--- src/rtl/sort_job_controller.sv ---
// sort_job_controller: fetches, sorts and writes back one job; SORT_JOB_CTRL_TIMEOUT_EN enables the mem_ack watchdog
module sort_job_controller #(
  parameter int MAX_ELEMS = 64,
  parameter int DATA_W    = 64,
  parameter int ADDR_W    = 64,
  parameter int TIMEOUT   = 1024
) (
  input  logic                         clk,
  input  logic                         nreset,
  input  logic                         start,
  input  logic [63:0]                  no_of_elements,
  input  logic [ADDR_W-1:0]            start_address,
  output logic                         busy,
  output logic                         done,
  output logic                         error,
  output logic                         mem_req,
  output logic                         mem_we,
  output logic [ADDR_W-1:0]            mem_addr,
  output logic [DATA_W-1:0]            mem_wdata,
  input  logic [DATA_W-1:0]            mem_rdata,
  input  logic                         mem_ack,
  output logic                         load_valid,
  output logic [$clog2(MAX_ELEMS)-1:0] load_idx,
  output logic [DATA_W-1:0]            load_data,
  output logic                         sort_start,
  input  logic                         sort_done,
  output logic [$clog2(MAX_ELEMS)-1:0] unload_idx,
  input  logic [DATA_W-1:0]            unload_data
);
  localparam int IW = $clog2(MAX_ELEMS);
  localparam int CW = IW + 1;
  typedef enum logic [2:0] {IDLE, READ, SORT_WAIT, WRITE, DONE} state_t;
  state_t state, state_nx;
  logic [ADDR_W-1:0] base;
  logic [CW-1:0] cnt;
  logic [IW-1:0] idx;
  logic err_q, first_q, over, last, tout;
  assign over = no_of_elements > 64'(MAX_ELEMS);
  assign last = {1'b0, idx} == cnt - CW'(1);
`ifdef SORT_JOB_CTRL_TIMEOUT_EN
  localparam int TW = $clog2(TIMEOUT + 1);
  logic [TW-1:0] tcnt;
  always_ff @(posedge clk or negedge nreset)
    if (!nreset) tcnt <= '0;
    else tcnt <= mem_req && !mem_ack ? tcnt + TW'(1) : '0;
  assign tout = mem_req && !mem_ack && tcnt == TW'(TIMEOUT - 1);
`else
  // No watchdog: a request waits for mem_ack forever.
  assign tout = TIMEOUT < 0;
`endif
  always_comb begin
    state_nx = state;
    case (state)
      IDLE:      if (start && !over) begin
                   if (no_of_elements == '0) state_nx = DONE;
                   else state_nx = READ;
                 end
      READ:      if (tout) state_nx = IDLE;
                 else if (mem_ack && last) state_nx = SORT_WAIT;
      SORT_WAIT: if (sort_done) state_nx = WRITE;
      WRITE:     if (tout) state_nx = IDLE;
                 else if (mem_ack && last) state_nx = DONE;
      default:   state_nx = IDLE;
    endcase
  end
  always_ff @(posedge clk or negedge nreset)
    if (!nreset) begin
      state   <= IDLE;
      base    <= '0;
      cnt     <= '0;
      idx     <= '0;
      err_q   <= 1'b0;
      first_q <= 1'b0;
    end else begin
      state   <= state_nx;
      err_q   <= (state == IDLE && start && over) || tout;
      first_q <= state == READ && state_nx == SORT_WAIT;
      if (state == IDLE && start) begin
        base <= start_address;
        cnt  <= CW'(no_of_elements);
        idx  <= '0;
      end else if ((state == READ || state == WRITE) && mem_ack)
        idx <= last ? '0 : idx + IW'(1);
    end
  assign busy       = state == READ || state == SORT_WAIT || state == WRITE;
  assign done       = state == DONE;
  assign error      = err_q;
  assign mem_req    = state == READ || state == WRITE;
  assign mem_we     = state == WRITE;
  assign mem_addr   = mem_req ? base + ADDR_W'(idx) * ADDR_W'(DATA_W / 8) : '0;
  assign mem_wdata  = mem_we ? unload_data : '0;
  assign load_valid = state == READ && mem_ack;
  assign load_idx   = load_valid ? idx : '0;
  assign load_data  = load_valid ? mem_rdata : '0;
  assign sort_start = first_q;
  assign unload_idx = mem_we ? idx : '0;
endmodule

--- config.mk ---
export PLATFORM = sky130hd
export DESIGN_NAME = sort_job_controller
export DESIGN_NICKNAME = d
export VERILOG_FILES = /design/src/rtl/sort_job_controller.sv
export SDC_FILE = /design/constraint.sdc
export NUM_CORES = 1
export LEC_CHECK = 0
export ABC_AREA = 1
export CAP_MARGIN = 20
export CORE_AREA = 10 10 176 178
export DETAILED_ROUTE_END_ITERATION = 16
export DIE_AREA = 0 0 186 188
export PLACE_DENSITY = 0.63
export SKIP_CTS_REPAIR_TIMING = 1
export SLEW_MARGIN = 20
export SYNTH_ARGS = -nofsm -noshare
export SYNTH_HDL_FRONTEND = slang
export SYNTH_SLANG_ARGS = --single-unit
export TNS_END_PERCENT = 20
--- constraint.sdc ---
create_clock -name clk -period 4.8 [get_ports clk]
set_input_delay 0.72 -clock clk [delete_from_list [all_inputs] [get_ports clk]]
set_output_delay 0.72 -clock clk [all_outputs]
set_load 0.03 [all_outputs]
# == Yosys cells after proc, flatten, opt, wreduce, memory -nomap -nowiden ==
# Index checks and enable logic that the tools add are counted.
# word_totals
elab_cells,44
regBits,82
output_inout_bits,211
# op_classes
order_cmp,1
n_mux,14
n_reduce_logical,14
add_sub_neg,3
n_eq_ne,6
# op_table
op,n
$mux W64,3
$add A64 B9 Y64,1
$gt A64 B7 Y1 const B,1
$logic_not A64 Y1,1
$mux W6,5
$mux W3,5
$pmux W3 S4,1
$eq A3 B2 Y1 const B,3
$eq A6 B7 Y1,1
$logic_and A1 B1 Y1,7
$sub A7 B1 Y7 const B,1
$add A6 B1 Y6 const B,1
$eq A3 B1 Y1 const B,1
$eq A3 B3 Y1 const B,1
$logic_not A3 Y1,1
$logic_or A1 B1 Y1,3
$reduce_bool A2 Y1,1
$logic_not A1 Y1,1

# == Depth between registers and ports, before layout ==
# depth
word_depth,7
mapped_depth,14
mapped_depth_nobuf,14

# == Worst setup path after synthesis ==
# OpenSTA, ideal clock, no wires.
# synth_timing
kind,register -> output
startpoint,register idx[0]
endpoint,output mem_addr[19]
slack_ns,1.590
t_arrival_ns,2.490
stages_incl_launch_ff,13
required_ns,4.080
n_path_buf,0
path_cell_list,dfrtp_1 ha_1 inv_1 fa_1 inv_1 nand3_1 nand2_2 nand2_1 nand2_1 nand3_1 inv_1 nor2_1 a211oi_1
# synth_via
elab_chain_len,2
# synth_lines
element,line_no,text
start: declaration,36,logic [IW-1:0] idx;
start signal: assignment,83,idx <= last ? '0 : idx + IW'(1);
$add A64 B9 Y64,90,assign mem_addr = mem_req ? base + ADDR_W'(idx) * ADDR_W'(DATA_W / 8) : '0;
$mux W64,90,
end: declaration,18,"output logic [ADDR_W-1:0] mem_addr,"
# Every way passes these cells.

# == Worst setup path after layout ==
# layout_timing
startpoint,register idx[0]
endpoint,output mem_addr[49]
# Same word-level chain as after synthesis.

==> results.toml <==
[sta]
fin_crit_ns = 4.277
fin_crit_sh_pct = 89.10
relSlewSlack_pct = 53.57
rsz0062_at_grt = "false"
worst_pin_slew_ns = 0.6964
whs_ns = 0.3242
finalSetupViolCount = 0
max_freq_mhz = 233.8
worst_slack_ns = 0.5230
report.final.slew_viol_count = 0
hold_violations = 0
finClkSkew_ns = 0.009745
final.setup.tns_ns = 0

[yosys]
synth_edf_count = 0
synthMuxAreaShare_pct = 0
syn-cell-area_sq_um = 7231
synth_compound_area_share_pct = 6.835
async_reset_ff_share_pct = 100.0
synth-warning-count = 0
synth_top_family_by_area = "simple AND/OR/NAND/NOR gates"
yosys.area_share.simple_pct = 45.11
ys.flop_type = "dfrtp_1"
synth_fp_nets = 1555
avgSynthCellArea_sq_um = 5.627
synth.distinct_cells = 35
yosysSeqAreaShare_pct = 28.38
netlist_instances = 1285
yosys_register_bits = 82
synth_fa_ha_area_share_pct = 1.661
yosys.area_share.xor_xnor_pct = 3.755

[finish]
area_delta_synth_final_pct = 73.80
layout_common_cells = "clkdlybuf4s50_1 (470), nand2_1 (345), nor2_1 (320)"
drive_gt1_share_pct = 2.985
nets = 2010
stdcell_count = 2092
layout_commonest_cell = "clkdlybuf4s50_1"

[power]
power_density_nw_per_um2 = 487.6
power_leakage_uw = 0.005817
irDropWorstVdd_mv = 0.2008
finalPower_uw = 6128

[worst_setup_path]
cp.required_ns = 4.08
rr_worst_depth = 8
cp.arrival_ns = 3.56
r2r_slack_ns = 2.97
crit_type = "flop to output port"
crit-reg2reg-capture = "idx[5]"
r2r-start = "state[1]"
start_kind = "flop"
path_max_fanout = 7
endpoint_kind = "output port"

[detailed_routing]
first_pass_iters = 7
drt_iter0_drc = 790
wl_per_cell_microns = 21.61
vias = 9528
via_per_inst = 4.554
route.detailed.drc = 0
final_antenna_net_count = 0
wirelength_microns = 45210

[status]
outcome = "finished clean"

[hold_path]
hp-class = "primary input to async pin"

[clocking]
cts_buffers = 9
clock_sinks = 82
insertion_delay_ns = 0.36
cts_tree = "built"
cts_buffer_depth = 2
htree_num_levels = 3
cts_root_buffer = "clkbuf_16"
clkTransAtPathRegs_ns = 0.06

[floorplan]
die_area_sq_um = 34970
start_util_pct = 26.32
ioPinCount = 472
die_y_microns = 188
rows = 61
coreArea_sq_um = 27480
die-width_microns = 186

[global_route]
grt_pass1_vias = 9780
grt_pass1_wl_microns = 64900
antenna_found_initial = 4
grt_use_total_pct = 25.28
grt_max_degree = 75
gr-total-overflow = 0

[placed_design]
portBuffers = 471
pre_cts_ws_ns = 0.9448
dp_hpwl_microns = 39040
dp_cells = 2075
gp_congestion = 0.9457

[run]
max_cap_violations = 0
==> power breakdown <==
group	switching [uW]	leakage [uW]	internal, uW
sequential	423	0.00102	1000
combinational	2550	0.00467	1520
clock	298	0.000123	339
==> flip-flops by register name (all words and copies together), names as in the netlist <==
signal	cells
cnt	7
error	1
state	3
base	64
sort_start	1
idx	6
==> cell usage after synthesis, types with 2 or more instances <==
cell      instances  area [sq um]
a21oi_1          21         105.1
and2_1            2         12.51
buf_2             8         40.04
clkbuf_1         27         101.4
dfrtp_1          82          2052
ha_1              8         100.1
inv_1           232         870.8
inv_2             5         18.77
nand2_1         346          1299
nand2_2           6         37.54
nand3_1          57         285.3
nand3_2           2         20.02
nand3b_1          4         30.03
nand4_1          22         137.6
nor2_1          320          1201
nor2_2            7         43.79
nor3_1           22         110.1
nor3_2            3         30.03
nor3b_1           2         15.01
o21ai_0          63         315.3
o21ai_2           2         17.52
o21bai_1          2         15.01
xnor2_1          10         87.58
xor2_1           21         183.9
==> critical path, stage by stage (launching register included) <==
cell and delay [ns]:
dfrtp_1 0.45, ha_1 0.30, inv_1 0.11, fa_1 0.36, inv_1 0.13, nand3_1 0.10
nand2_2 0.14, a21oi_1 0.12, nor2_1 0.40, nand3_1 0.14, nand2_1 0.08, nand2_1 0.07
nor2_1 0.11, clkdlybuf4s50_1 0.69
==> layer usage <==
metal  global-route usage [%]  wire length [microns]  vias up
met2                    44.37                  22790      382
met4                    9.305                   1482        0
li1                         -                      -     4767
met1                    28.34                  17400     4329
met5                        0                      0        -
met3                    6.940                   3536       50
==> logic make-up after synthesis <==
kind of cell,after synthesis
AOI/OAI and AO/OA,94
xor gates and xnor gates,31
adders and majority gates,9
buffers and inverters,272
DFF,82
and+or+nand+nor,797
==> cell type report <==
cell class | count | area, sq um
Tap cell | 346 | 432.9
Fill cell | 2904 | 14910
Clock inverter | 4 | 22.52
Timing Repair Buffer | 479 | 4785
Clock buffer | 9 | 225.2
Antenna cell | 4 | 10.01
Multi-Input combinational cell | 931 | 4150
Sequential cell | 82 | 2052
Inverter | 237 | 889.6
==> how the worst max path moves through the flow <==
stage	from	depth (start not counted)	slack, ns	endpoint
detailed placement	idx[0]	13	0.94	mem_addr[49]
floorplan	idx[0]	12	1.59	mem_addr[19]
global route	idx[0]	15	0.32	mem_addr[61]
CTS	idx[0]	13	0.55	mem_addr[49]
finish	idx[0]	13	0.52	mem_addr[49]
global placement	idx[0]	13	0.99	mem_addr[49]
==> through the flow <==
stage | instance area, sq um | util, %
after floorplan | 7231 | -
after global placement | 12310 | 44.80
after detailed placement | 12310 | 44.80
after CTS | 12560 | 45.70
after global routing | 12560 | 45.72
final | 12570 | 45.74
No activity file was read; power rests on OpenSTA's default activity.
